[src/rtl/spi_three_wire_pkg.sv]
// spi_three_wire_pkg: state encoding and default field widths shared by the 3-wire SPI slave and master.
package spi_three_wire_pkg;
   localparam int ADDR_W_DEF = 7;
   localparam int DATA_W_DEF = 8;
   typedef enum logic [2:0] {ST_IDLE, ST_CMD, ST_WR, ST_RD, ST_WAIT_CS} state_t;
   function automatic int max_int(input int a, input int b);
      return (a > b) ? a : b;
   endfunction
endpackage

[src/rtl/spi_sync_edge.sv]
// spi_sync_edge: multi-flop synchronizer with rise/fall pulses taken from the last two synchronized samples.
module spi_sync_edge #(
   parameter int   STAGES  = 2,
   parameter logic RST_VAL = 1'b1
) (
   input  logic i_clk,
   input  logic i_rst,
   input  logic i_d,
   output logic o_q,
   output logic o_rise,
   output logic o_fall
);
   logic [STAGES-1:0] r_sync;
   logic              r_prev;
   always_ff @(posedge i_clk) begin
      if (i_rst) begin
         r_sync <= {STAGES{RST_VAL}};
         r_prev <= RST_VAL;
      end else begin
         r_sync <= {r_sync[STAGES-2:0], i_d};
         r_prev <= r_sync[STAGES-1];
      end
   end
   assign o_q    = r_sync[STAGES-1];
   assign o_rise = o_q & ~r_prev;
   assign o_fall = ~o_q & r_prev;
endmodule

[src/rtl/spi_three_wire_slave.sv]
// spi_three_wire_slave: 3-wire SPI register-access slave oversampled on CLK.
// Frame is R/W bit, ADDR_W address bits, DATA_W data bits, all MSB first.
module spi_three_wire_slave
   import spi_three_wire_pkg::*;
#(
   parameter int ADDR_W      = ADDR_W_DEF,
   parameter int DATA_W      = DATA_W_DEF,
   parameter int SYNC_STAGES = 2
) (
   input  logic              CLK,
   input  logic              reset,
   input  logic              SPC,
   input  logic              SCEN,
   input  logic              SDI,
   output logic              SDO,
   output logic              SDO_EN,
   output logic [ADDR_W-1:0] ADDR,
   output logic [DATA_W-1:0] WDATA,
   output logic              WR_STB,
   output logic              RD_STB,
   input  logic [DATA_W-1:0] RDATA,
   output logic              FRAME_ERR,
   output logic              BUSY
);
   localparam int SH_W  = max_int(ADDR_W + 1, DATA_W);
   localparam int CNT_W = $clog2(SH_W + 1);
   localparam logic [CNT_W-1:0] CMD_LAST  = CNT_W'(ADDR_W);
   localparam logic [CNT_W-1:0] DATA_LAST = CNT_W'(DATA_W - 1);

   state_t                 r_state, w_state_nx;
   logic [CNT_W-1:0]       r_cnt;
   logic [SH_W-2:0]        r_shift;
   logic [SH_W-1:0]        w_shift_nx;
   logic [DATA_W-1:0]      r_rsh;
   logic [SYNC_STAGES-1:0] r_sdi;
   logic [ADDR_W-1:0]      r_addr;
   logic [DATA_W-1:0]      r_wdata;
   logic                   r_wr_stb, r_rd_stb, r_ferr, r_ld, r_sdo_en;
   logic                   w_spc, w_spc_rise, w_spc_fall, w_cs_n, w_cs_rise, w_cs_fall;
   logic                   w_rise, w_fall, w_in_frame, w_cmd_done, w_wr, w_rd, w_ferr;
   logic [1:0]             w_unused;

   spi_sync_edge #(.STAGES(SYNC_STAGES), .RST_VAL(1'b1)) u_spc (
      .i_clk(CLK), .i_rst(reset), .i_d(SPC), .o_q(w_spc), .o_rise(w_spc_rise), .o_fall(w_spc_fall)
   );
   spi_sync_edge #(.STAGES(SYNC_STAGES), .RST_VAL(1'b1)) u_scen (
      .i_clk(CLK), .i_rst(reset), .i_d(SCEN), .o_q(w_cs_n), .o_rise(w_cs_rise), .o_fall(w_cs_fall)
   );

   assign w_unused   = {w_spc, w_cs_rise};
   // Chip enable dominates: an SPC edge coinciding with SCEN high never counts.
   assign w_rise     = w_spc_rise & ~w_cs_n;
   assign w_fall     = w_spc_fall & ~w_cs_n;
   assign w_in_frame = r_state inside {ST_CMD, ST_WR, ST_RD};
   assign w_shift_nx = {r_shift, r_sdi[SYNC_STAGES-1]};
   assign w_cmd_done = (r_state == ST_CMD) && w_rise && (r_cnt == CMD_LAST);

   always_ff @(posedge CLK) begin
      if (reset) r_state <= ST_IDLE;
      else       r_state <= w_state_nx;
   end

   always_comb begin
      w_state_nx = r_state;
      w_wr       = 1'b0;
      w_rd       = 1'b0;
      w_ferr     = 1'b0;
      if (w_in_frame && w_cs_n) begin
         w_state_nx = ST_IDLE;
         w_ferr     = 1'b1;
      end else begin
         case (r_state)
            ST_IDLE:    if (w_cs_fall) w_state_nx = ST_CMD;
            ST_CMD:     if (w_cmd_done) begin
                           w_state_nx = w_shift_nx[ADDR_W] ? ST_RD : ST_WR;
                           w_rd       = w_shift_nx[ADDR_W];
                        end
            ST_WR:      if (w_rise && r_cnt == DATA_LAST) begin
                           w_state_nx = ST_WAIT_CS;
                           w_wr       = 1'b1;
                        end
            ST_RD:      if (w_rise && r_cnt == DATA_LAST) w_state_nx = ST_WAIT_CS;
            ST_WAIT_CS: if (w_cs_n) w_state_nx = ST_IDLE;
            default:    w_state_nx = ST_IDLE;
         endcase
      end
   end

   always_ff @(posedge CLK) begin
      if (reset) begin
         r_sdi    <= '0;
         r_cnt    <= '0;
         r_shift  <= '0;
         r_rsh    <= '0;
         r_addr   <= '0;
         r_wdata  <= '0;
         r_wr_stb <= 1'b0;
         r_rd_stb <= 1'b0;
         r_ferr   <= 1'b0;
         r_ld     <= 1'b0;
         r_sdo_en <= 1'b0;
      end else begin
         r_sdi    <= {r_sdi[SYNC_STAGES-2:0], SDI};
         r_wr_stb <= w_wr;
         r_rd_stb <= w_rd;
         r_ferr   <= w_ferr;
         r_ld     <= r_rd_stb;
         r_cnt    <= (w_state_nx != r_state) ? '0 : (w_in_frame && w_rise) ? r_cnt + 1'b1 : r_cnt;
         if (w_rise && r_state inside {ST_CMD, ST_WR}) r_shift <= w_shift_nx[SH_W-2:0];
         if (w_cmd_done) r_addr <= w_shift_nx[ADDR_W-1:0];
         if (w_wr) r_wdata <= w_shift_nx[DATA_W-1:0];
         // The fall before the first data rise keeps the MSB on SDO; later falls advance it.
         r_rsh    <= r_ld ? RDATA :
                     (w_fall && r_cnt != '0 && r_state == ST_RD) ? {r_rsh[DATA_W-2:0], 1'b0} : r_rsh;
         r_sdo_en <= (w_state_nx == ST_RD) && (r_sdo_en || r_ld);
      end
   end

   assign SDO       = r_rsh[DATA_W-1];
   assign SDO_EN    = r_sdo_en;
   assign ADDR      = r_addr;
   assign WDATA     = r_wdata;
   assign WR_STB    = r_wr_stb;
   assign RD_STB    = r_rd_stb;
   assign FRAME_ERR = r_ferr;
   assign BUSY      = (r_state != ST_IDLE);
endmodule

[config.mk]
export PLATFORM = sky130hd
export DESIGN_NAME = spi_three_wire_slave
export DESIGN_NICKNAME = d
export VERILOG_FILES = /design/src/rtl/spi_three_wire_pkg.sv /design/src/rtl/spi_sync_edge.sv /design/src/rtl/spi_three_wire_slave.sv
export SDC_FILE = /design/constraint.sdc
export NUM_CORES = 1
export LEC_CHECK = 0
export ABC_AREA = 1
export CAP_MARGIN = 25
export CORE_ASPECT_RATIO = 0.9
export CORE_MARGIN = 2
export CORE_UTILIZATION = 35
export DETAILED_ROUTE_END_ITERATION = 8
export HOLD_SLACK_MARGIN = 0.05
export PLACE_DENSITY = 0.55
export REMOVE_ABC_BUFFERS = 1
export SLEW_MARGIN = 20
export SYNTH_ARGS = -nofsm -noshare
export SYNTH_HDL_FRONTEND = slang
export SYNTH_SLANG_ARGS = --single-unit
[constraint.sdc]
create_clock -name CLK -period 3.4 [get_ports CLK]
set_clock_uncertainty 0.2 [all_clocks]
set_input_delay 0.51 -clock CLK [delete_from_list [all_inputs] [get_ports CLK]]
set_output_delay 0.51 -clock CLK [all_outputs]
set_load 0.1 [all_outputs]
==> results.txt, run 1 <==
The slowest stage of the critical path belongs to the cell sky130_fd_sc_hd__clkdlybuf4s50_1. Measured along the x axis, the die boundary spans 82.16 µm. Subtracting the final worst setup slack from the clock period gives around 2.5 ns. The total vias in the final route came out at about 1,600. The critical path buffer and inverter count came out at 1. The quantity of hold-fixing buffers added after cts came out at 0.

The register area share after synthesis is between 50% and 60%. In this design, the largest share of critical-path delay is due to buffers and inverters. The number of top-level design ports came out at 34. The per-instance average area after synthesis is slightly below 8 µm². The synthesized instance count came out at 249.

The clock tree from TritonCTS is built. The instance area after placement came out at between 2000 and 2500 µm². After detailed routing, the average wire length per cell comes to around 11 µm. In this run the tightest slew margin relative to its limit is 34.98%. For this run, design rule violations remaining after detail routing come to 0. In this run the number of H-tree levels came out at 2. The utilization after layout is between 40% and 50%. In the layout the commonest cells are sky130_fd_sc_hd__nor2_1 (64), sky130_fd_sc_hd__dfxtp_1 (50), sky130_fd_sc_hd__nand2_1 (35), sky130_fd_sc_hd__inv_1 (24), sky130_fd_sc_hd__o21ai_0 (23). The final instance area is roughly 2400 µm². In the final layout, the share of cells above drive strength 1 is approximately an eighth. The congestion estimate from routability-driven global placement came to between 0.8 and 0.9. The leakage power is 1.020 nW. Yosys attributes the largest share of cell area to sky130_fd_sc_hd__dfxtp_1 (52%), sky130_fd_sc_hd__nor2_1 (12%), sky130_fd_sc_hd__nand2_1 (6.8%). The via count of the first global-routing pass came out at around 1,400. Static timing analysis puts the maximum clock frequency at between 0.4 and 0.5 GHz. The critical-path maximum fanout came out at 2. The filler cells instantiated in the layout total ~570. The worst min-delay path category is flop to flop. The power density over the cells came out at between 400 and 500 nW/µm².

The number of endpoints with negative hold slack in the final report was 0. For this configuration, the core starts out at a cell density of around 36%. The antenna cell count came out at 0. The final critical path takes up around three quarters of the cycle. STA classifies the critical path endpoint as an output port. In this run the number of cells on the critical path is 1. The placeable core region came out at approximately 5300 µm². The layout net count is about 300. Data arrives at the worst endpoint at approximately 1.8 ns. The total congestion overflow is 0. The finished layout holds approximately 350 standard cells, fillers aside. The share of synthesized flip-flops with an asynchronous set or reset came out at 0%. The critical path data required time is about 2.7 ns. Relative to the synthesized area, the layout overhead comes to 25.03%. The top cell type by total area after synthesis is sky130_fd_sc_hd__dfxtp_1. Entering global routing, the biggest net connects 23 pins. The maximum clock insertion buffer count is 2. The half-perimeter wire length of the detailed placement result is 2807 µm. The CTS buffer count is 5. The number of search-and-repair iterations in the first detailed-routing pass is 4. Traced cell by cell, the critical path runs through clkdlybuf4s50_1. The initial antenna violation count came out at 0. For the final routed database, the setup TNS stands at 0 ns. Yosys printed 0 warnings. The number of distinct library cells after synthesis came out at 20. The number of placement rows came out at 25. The depth of the worst register-to-register path came out at 11. The setup violation total in the final timing report is 0. Global routing used 13.92% of the available tracks across all layers. Leaving out fill and tap cells, the most frequent cell in the layout is sky130_fd_sc_hd__nor2_1. The summed instance area of the synthesized netlist is ~1900 µm². The number of post-CTS setup repair buffers is 0. The number of max-cap violations came out at 0.

The startpoint type of the worst setup path is a flop. The number of enable-type register cells in the synthesized netlist came out at 0. The count of routing violations after the opening detailed-route iteration came out at 110.

In this run the biggest area consumer among cell types represents about 52% of the synthesized area. The clock input transition at the sequential cells of the worst setup and hold paths came out at about 0.080 ns. The maximum vdd drop came out at approximately 0.23 mV.

The overall routed net length came out at between 3000 and 4000 µm. The area enclosed by the die boundary came out at a little over 6000 µm². The count of antenna-violating nets left after detailed routing is 0. The number of synthesized register bits is 50. The later-pin clock latency in the skew report came out at 0.30 ns. Setup repair after global routing left no endpoint under its margin. The library cell used as clock root buffer is sky130_fd_sc_hd__clkbuf_8. The post-detailed-route via-to-cell ratio came out at 4.593. The number of I/O port buffers came out at 33. The die boundary height is ~74 µm.

The delay of the slowest cell on the worst path came out at about 1.1 ns. The total count of max-transition violations in the final report is 0. The transition time at the pin with the least slew margin is between 0.9 and 1 ns. The path type of the worst setup path is flop to output port. The wire length of the first global-routing pass is 6417 µm. In the synthesized netlist the dominant register cell turns out to be sky130_fd_sc_hd__dfxtp_1. The clock sink count is 50.

The number of cells traversed by the worst hold path came out at 2. Once the clock tree was built, the resizer swapped 0 gates to a different size. The placed cell count is 346. The run finished with clean final reports.
-- layout make-up --
| class | instances | area, µm² | area share, % |
|---|---|---|---|
| inverters | 24 | 90.09 | 3.744 |
| clock inverters | 1 | 30.03 | 1.248 |
| repair buffers | 35 | 310.3 | 12.90 |
| well taps | 67 | 83.83 | 3.484 |
| flip-flops and latches | 50 | 1001 | 41.60 |
| multi-input cells | 170 | 814.5 | 33.85 |
| clock buffers | 7 | 76.32 | 3.172 |
-- state kept, by name, summed over array words and instances (netlist names) --
name and count:
r_rsh 8, r_shift 7, SDO_EN 1, u_scen.r_prev 1, r_state 3, WR_STB 1
r_ld 1, FRAME_ERR 1, u_spc.r_prev 1, u_spc.r_sync 2, r_sdi 2, ADDR 7
RD_STB 1, u_scen.r_sync 2, r_cnt 4, WDATA 8
-- per-stage QoR --
stage | total power, mW | hold WS [ns] | setup slack [ns]
after CTS | 1.118 | 0.2152 | 0.8790
final | 1.102 | 0.2111 | 0.9065
after global placement | 0.7097 | 0.1924 | 1.235
after detailed placement | 0.7091 | 0.1936 | 1.211
after global routing | 1.153 | 0.2255 | 0.8516
after floorplan | 0.6734 | 0.1883 | 1.319
-- cell families (layout without fill, tap and decap cells) --
family | after synthesis | count (layout) | synth area share [%]
simple gates | 129 | 129 | 29.52
xor+xnor | 3 | 3 | 1.366
mux | 1 | 1 | 0.5851
buf+inv | 29 | 67 | 5.657
compound gates | 35 | 35 | 9.558
flops | 50 | 50 | 52.02
fa+ha+maj | 2 | 2 | 1.300
-- routing by layer --
layer	routed length (µm)	track usage (%)	part of all wire [%]
met5	0	0	0
met4	72	6.111	1.9
met3	140	3.641	3.6
met2	1494	18.07	39
met1	2150	21.32	56
-- worst paths after layout --
kind	start	end	slack [ns]
worst min register to register	r_sdi[0]$_SDFF_PP0_	r_sdi[1]$_SDFF_PP0_	0.21
worst max-delay path	WDATA[7]$_SDFFE_PP0P_	WDATA[7]	0.91
worst max register to register	r_cnt[0]$_SDFFE_PP0P_	r_cnt[1]$_SDFFE_PP0P_	1.59
worst min-delay path	r_sdi[0]$_SDFF_PP0_	r_sdi[1]$_SDFF_PP0_	0.21
-- synth_stat cells, types with 2 or more instances --
cell type and instances:
sky130_fd_sc_hd__a21oi_1 5, sky130_fd_sc_hd__a31oi_1 7, sky130_fd_sc_hd__clkbuf_1 5, sky130_fd_sc_hd__dfxtp_1 50, sky130_fd_sc_hd__ha_1 2, sky130_fd_sc_hd__inv_1 24
sky130_fd_sc_hd__nand2_1 35, sky130_fd_sc_hd__nand3_1 18, sky130_fd_sc_hd__nand3_2 2, sky130_fd_sc_hd__nor2_1 64, sky130_fd_sc_hd__nor2_4 2, sky130_fd_sc_hd__o21ai_0 23
sky130_fd_sc_hd__or2_2 4, sky130_fd_sc_hd__xor2_1 2
-- where the power goes --
part | internal, mW | switching [mW] | total (mW)
Clock | 0.220 | 0.187 | 0.407
Combinational | 0.0327 | 0.0637 | 0.0964
Sequential | 0.592 | 0.00666 | 0.599
-- tightest hold or removal path, stage by stage, from the launching register on --
cell	delay, ns
sky130_fd_sc_hd__dfxtp_1	0.30
sky130_fd_sc_hd__inv_1	0.04
sky130_fd_sc_hd__nor2_1	0.03
Note: power is estimated with default switching activity, not from simulation.
==> run 2: changes to the inputs <==
Settings changed: PLACE_DENSITY 0.55 to 0.57.
Clock period 3.4 ns to 2.25 ns, I/O delays scaled along.
==> results.txt, run 2 (synthesis results as in run 1) <==
The flow ran to the end, and the final reports show no timing, DRC or antenna violations. The number of placement rows was 25 (unchanged). The routability congestion estimate is 0.8725 (+3.8%). The hold path startpoint is r_sdi[0]$_SDFF_PP0_. The CTS buffer count came out at 5 (unchanged). The number of search-and-repair iterations in the first detailed-routing pass came out at 4 (unchanged).

The effective utilization at floorplan is 36.40% (unchanged). Setup repair after global routing left no endpoint under its margin. The post-detailed-route via-to-cell ratio came out at 4.483 (-2.4%).

The power share of the sequential group came out at 54.0% (-0.3 points). TritonCTS built the clock tree. The switching power share of the total came out at 23.46% (+0.15 points). The layout net count came to 301 (unchanged).

The placeable core region was 5286 µm² (unchanged). The min-delay analysis places its worst path in the category flop to flop. The overall routed net length came out at 3797 µm (-1.6%). The area enclosed by the die boundary came to 6108 µm² (unchanged). The die width is 82.16 µm (unchanged). The total vias in the final route is 1,587 (-2.4%). The transition time at the pin with the least slew margin is 0.4878 ns (-0.4844 ns).

CTS placed an instance of sky130_fd_sc_hd__clkbuf_8 at the clock tree root. The ratio of final minimum period to clock period is between 80% and 90%. The power density over the cells is 697.6 nW/µm² (+52%). The die boundary height came out at 74.35 µm (unchanged). The setup violation total in the final timing report is 0 (unchanged). The maximum level of the CTS H-tree came to 2 (unchanged).

The maximum vdd drop is 0.2967 mV (+28%). The number of post-CTS setup repair buffers is 0 (unchanged). The number of max-cap violations is 0 (unchanged). The reg-to-reg critical path startpoint is r_cnt[0]$_SDFFE_PP0P_. The average wire per cell in the routed design is 10.73 µm (-1.6%).

The arrival time at the worst endpoint is 1.90 ns (+0.12 ns). The final sum of negative setup slack came out at 0 ns (unchanged). The combinational group share of total power is 9.3% (+0.6 points). The number of top-level design ports is 34 (unchanged). The power spent charging and discharging nets came out at 0.3936 mW (+53%). The maximum clock insertion buffer count is 2 (unchanged).

The layout overhead on the synthesized area was 24.97% (about the same). Leaving out fill and tap cells, the most frequent cell in the layout is sky130_fd_sc_hd__nor2_1. The number of fill cells in the layout is 541 (-4.6%). The number of remaining DRC errors is 0 (unchanged).

The half-perimeter wire length of the detailed placement result was 2735 µm (-2.5%). The achievable clock frequency came out at 0.5377 GHz. In this run the worst setup path begins at r_cnt[0]$_SDFFE_PP0P_.

The total congestion overflow is 0 (unchanged). The global-route usage over all layers is 14.02% (+0.091 points). The wire length of the first global-routing pass is 6472 µm (+0.86%). The setup path with the least slack is of type flop to flop. The quantity of hold-fixing buffers added after cts is 0 (unchanged). The total count of max-transition violations in the final report came out at 0 (unchanged). The worst setup path is captured at a flop. The time the final worst path needs with I/O delays and setup came out at 1.860 ns. The clock input transition at the sequential cells of the worst setup and hold paths is 0.09 ns (about the same).

The count of antenna-violating nets left after detailed routing is 0 (unchanged). The share of post-route cells with drive strength above 1 is 14.63% (+2.8 points). The post-cts gate resize count is 0 (unchanged). The leakage power is 1.036 nW (+1.6%). The count of routing violations after the opening detailed-route iteration came out at 100 (-9.1%). The via count of the first global-routing pass came to 1,390 (-0.71%). The total internal power is 1.284 mW (+52%). The number of endpoints with negative hold slack in the final report is 0 (unchanged). The proportion of power drawn by the clock network is 36.8% (about the same).

The critical path data required time came out at 2.29 ns (-0.40 ns). The initial antenna violation count came out at 0 (unchanged). The later-pin clock latency in the skew report is 0.30 ns (about the same). The startpoint type of the worst setup path is a flop. The relative max-transition margin came out at 67.36% (+32 points). The instance area after placement is 2295 µm² (-0.22%). The maximum number of pins on one net before global-route repair was 25 (+8.7%). The final instance area came out at 2405 µm² (about the same). The critical-path maximum fanout is 4 (+2). The library cells used most frequently in the layout, excluding fill and tap cells, are sky130_fd_sc_hd__nor2_1 (64), sky130_fd_sc_hd__dfxtp_1 (50), sky130_fd_sc_hd__nand2_1 (35), sky130_fd_sc_hd__inv_1 (24), sky130_fd_sc_hd__o21ai_0 (23). The antenna cell count was 0 (unchanged). The clock sink count came out at 50 (unchanged). The number of I/O port buffers came out at 33 (unchanged).
run 2: final timing paths:
path                            slack (ns)                    end  cells past startpoint
worst max register to register        0.39  r_cnt[3]$_SDFFE_PP0P_                      9
worst min-delay path                  0.21    r_sdi[1]$_SDFF_PP0_                      2
worst min register to register        0.21    r_sdi[1]$_SDFF_PP0_                      2
worst max-delay path                  0.39  r_cnt[3]$_SDFFE_PP0P_                      9
run 2: power by group through the flow:
| stage | sequential (mW) | combinational [mW] | clock [mW] |
|---|---|---|---|
| global route | 0.908 | 0.167 | 0.686 |
| global placement | 0.926 | 0.156 | 0 |
| floorplan | 0.935 | 0.0826 | 0 |
| CTS | 0.906 | 0.156 | 0.642 |
| finish | 0.906 | 0.155 | 0.617 |
| detailed placement | 0.926 | 0.156 | 0 |
run 2: layout make-up:
class	instances	area [µm²]	area share [%]
Sequential cell	50	1001	41.62
Tap cell	67	83.83	3.486
Clock buffer	6	72.57	3.018
Inverter	24	90.09	3.746
Timing Repair Buffer	35	305.3	12.70
Clock inverter	2	37.54	1.561
Multi-Input combinational cell	170	814.5	33.87
run 2: metrics by stage:
stage	utilization, %	worst slack, ns	std cells	power, mW	hold slack (ns)
floorplan	-	0.1687	244	1.018	0.1883
global placement	43.41	0.4017	346	1.082	0.1929
detailed placement	43.41	0.4094	346	1.082	0.1957
CTS	45.49	0.3712	354	1.704	0.2079
global route	45.49	0.1717	354	1.761	0.2296
finish	45.49	0.3902	354	1.678	0.2060
run 2: layer usage:
metal	track usage [%]	part of all wire (%)	wire length, µm	vias to the layer above
li1	-	-	-	863
met1	21.19	55	2100	687
met2	18.52	39	1491	35
met3	4.369	4.5	171	2
met4	5.000	0.90	34	0
met5	0	0	0	-
run 2: worst max-delay path: stages (launching register included):
cell	delay [ns]
sky130_fd_sc_hd__dfxtp_1	0.41
sky130_fd_sc_hd__ha_1	0.22
sky130_fd_sc_hd__nand3_2	0.13
sky130_fd_sc_hd__nor2_4	0.19
sky130_fd_sc_hd__nand3_1	0.14
sky130_fd_sc_hd__nand3_1	0.11
sky130_fd_sc_hd__nand2_1	0.11
sky130_fd_sc_hd__nand2_1	0.09
sky130_fd_sc_hd__nand3_2	0.11
sky130_fd_sc_hd__nor2_1	0.10
==> run 3: changes to the inputs <==
Settings changed: PLACE_DENSITY 0.57 to 0.55.
Clock period 2.25 ns to 1.8 ns, I/O delays scaled along.
==> results.txt, run 3 (synthesis results as in run 1) <==
The placeable core region came out at 5286 µm² (unchanged). The power share of the sequential group is 53.8% (-0.2 points). The effective utilization at floorplan was 36.40% (unchanged). The number of search-and-repair iterations in the first detailed-routing pass came out at 4 (unchanged).

The post-detailed-route via-to-cell ratio is 4.481 (about the same). The area enclosed by the die boundary is 6108 µm² (unchanged). The layout overhead on the synthesized area came out at 43.43%. The maximum clock insertion buffer count is 2 (unchanged). The setup slack of the critical path after layout was 0.1412 ns (-0.2490 ns).

The utilization after layout is 52.21% (+6.7 points). The maximum number of pins on one net before global-route repair came out at 25 (unchanged). The number of I/O port buffers is 33 (unchanged).

The flow ran to the end, and the final reports show no timing, DRC or antenna violations. The instance area after placement is 2603 µm² (+13%). The switching power share of the total was 23.22% (-0.25 points). The number of placement rows is 25 (unchanged).

Leaving out fill and tap cells, the most frequent cell in the layout is sky130_fd_sc_hd__nor2_1. The number of max-cap violations came out at 0 (unchanged). The count of antenna-violating nets left after detailed routing came to 0 (unchanged).

The transition time at the pin with the least slew margin is 0.3651 ns (-0.1227 ns). The wire length of the first global-routing pass was 6430 µm (-0.65%). The half-perimeter wire length of the detailed placement result is 2818 µm (+3.0%). Leaving out fill and tap cells, the most frequent cells in the layout are sky130_fd_sc_hd__nor2_1 (63), sky130_fd_sc_hd__dfxtp_1 (47), sky130_fd_sc_hd__nand2_1 (34), sky130_fd_sc_hd__inv_1 (24), sky130_fd_sc_hd__o21ai_0 (23). The category of the worst setup path capture point is a flop. The total design power is 2.104 mW (+25%). The time the final worst path needs with I/O delays and setup came out at 1.659 ns (-0.2010 ns). The proportion of power drawn by the clock network came out at 36.1% (-0.7 points). The global-route usage over all layers is 13.66% (-0.36 points). The total vias in the final route is 1,622 (+2.2%).

The arrival time at the worst endpoint came to 1.69 ns (-0.21 ns). The initial antenna violation count was 0 (unchanged). The achievable clock frequency came out at 0.6028 GHz (+12%). Setup repair after global routing left no endpoint under its margin.

The clock tree from TritonCTS is built. The setup violation total in the final timing report is 0 (unchanged). The die width came out at 82.16 µm (unchanged). The reg-to-reg critical path startpoint is r_cnt[0]$_SDFFE_PP0P_.

The number of endpoints with negative hold slack in the final report is 0 (unchanged). The share of post-route cells with drive strength above 1 was 19.32% (+4.7 points). The relative max-transition margin is 75.63% (+8.3 points). The library cell used as clock root buffer is sky130_fd_sc_hd__clkbuf_8. The worst setup path is of the flop to flop kind.

The quantity of hold-fixing buffers added after cts was 0 (unchanged). The total count of max-transition violations in the final report is 0 (unchanged). The clock sink count came to 50 (unchanged). The critical path data required time came to 1.83 ns (-0.46 ns). The later-pin clock latency in the skew report came out at 0.29 ns (about the same). The power spent charging and discharging nets is 0.4885 mW (+24%). The number of top-level design ports came out at 34 (unchanged). The average wire per cell in the routed design came out at 10.73 µm (about the same).

The critical-path maximum fanout came out at 4 (unchanged). The clock input transition at the sequential cells of the worst setup and hold paths is 0.08 ns (about the same). The combinational group share of total power was 10.2% (+0.9 points). The setup slack after placement is 0.0006388 ns (-0.4087 ns). The hold path startpoint is r_sdi[0]$_SDFF_PP0_.

The worst hold slack came to 0.2089 ns (+0.002894 ns). The maximum level of the CTS H-tree is 2 (unchanged). The CTS buffer count was 5 (unchanged).

The maximum vdd drop is 0.4549 mV (+53%). In this run the worst hold path is classified as flop to flop. The ratio of final minimum period to clock period came out at 92.16% (+9.5 points). The count of routing violations after the opening detailed-route iteration is 86 (-14%). The number of remaining DRC errors is 0 (unchanged). The startpoint type of the worst setup path is a flop. The power density over the cells came out at 762.4 nW/µm² (+9.3%). The layout net count is 309 (+2.7%).

The total internal power was 1.616 mW (+26%). The leakage power came to 1.141 nW (+10%). The final instance area came out at 2760 µm² (+15%). The antenna cell count came out at 0 (unchanged). The overall routed net length is 3885 µm (+2.3%). The die boundary height came to 74.35 µm (unchanged). The most critical setup path has its startpoint at r_cnt[0]$_SDFFE_PP0P_. The total congestion overflow is 0 (unchanged). The routability congestion estimate came out at 0.7741 (-11%). The via count of the first global-routing pass is 1,422 (+2.3%).
-- run 3: changes by cell type in the layout (fill, tap and decap cells not counted), sizes merged --
cell      delta
clkinvlp     -1
buf          +8
clkinv       +2
clkbuf       -1
-- run 3: area by class of cell --
class | instances | area [µm²]
clock buffer | 5 | 68.82
timing repair buffer | 43 | 628.1
sequential | 50 | 1010
tap | 67 | 83.83
clock inverter | 3 | 40.04
inverter | 24 | 90.09
fill | 515 | 2526
multi-input combinational | 170 | 839.6
-- run 3: power groups by stage --
stage | clock (mW) | combinational [mW] | sequential (mW)
finish | 0.759 | 0.214 | 1.13
global route | 0.832 | 0.234 | 1.13
CTS | 0.780 | 0.214 | 1.13
detailed placement | 0 | 0.213 | 1.16
global placement | 0 | 0.213 | 1.16
floorplan | 0 | 0.103 | 1.17
-- run 3: stage by stage --
step           setup TNS, ns  instances
2_1_floorplan         -1.369        244
3_3_place_gp               0        352
3_5_place_dp               0        352
4_1_cts                    0        360
5_1_grt                    0        362
6_report                   0        362
-- run 3: path summary, 6_finish.rpt --
check / cells after the start / slack (ns) / endpoint
setup / recovery: 9 / 0.14 / r_cnt[0]$_SDFFE_PP0P_
hold reg to reg: 2 / 0.21 / r_sdi[1]$_SDFF_PP0_
setup reg to reg: 9 / 0.14 / r_cnt[0]$_SDFFE_PP0P_
hold / removal: 2 / 0.21 / r_sdi[1]$_SDFF_PP0_
-- run 3: timing repair --
item | 4_1_cts | 5_1_grt
pin swaps | 0 | 3
cloned | 0 | 0
gates resized for setup | 1 | 9
endpoints found under the hold margin | 0 | 0
setup endpoints to repair | 2 | 6
setup buffers | 0 | 2
-- run 3: critical path, stage by stage, from the launching register on --
cell	delay [ns]
sky130_fd_sc_hd__dfxtp_4	0.38
sky130_fd_sc_hd__ha_4	0.15
sky130_fd_sc_hd__nand3_4	0.09
sky130_fd_sc_hd__nor2_4	0.15
sky130_fd_sc_hd__nand3_1	0.13
sky130_fd_sc_hd__nand3_1	0.10
sky130_fd_sc_hd__nand2_1	0.07
sky130_fd_sc_hd__nand2_1	0.09
sky130_fd_sc_hd__nand3_2	0.11
sky130_fd_sc_hd__nor2_1	0.12
-- run 3: routing by layer --
layer	track usage, %	part of all wire (%)
met1	20.14	52
met2	18.88	41
met3	4.248	5.8
met4	4.444	1.1
met5	0	0
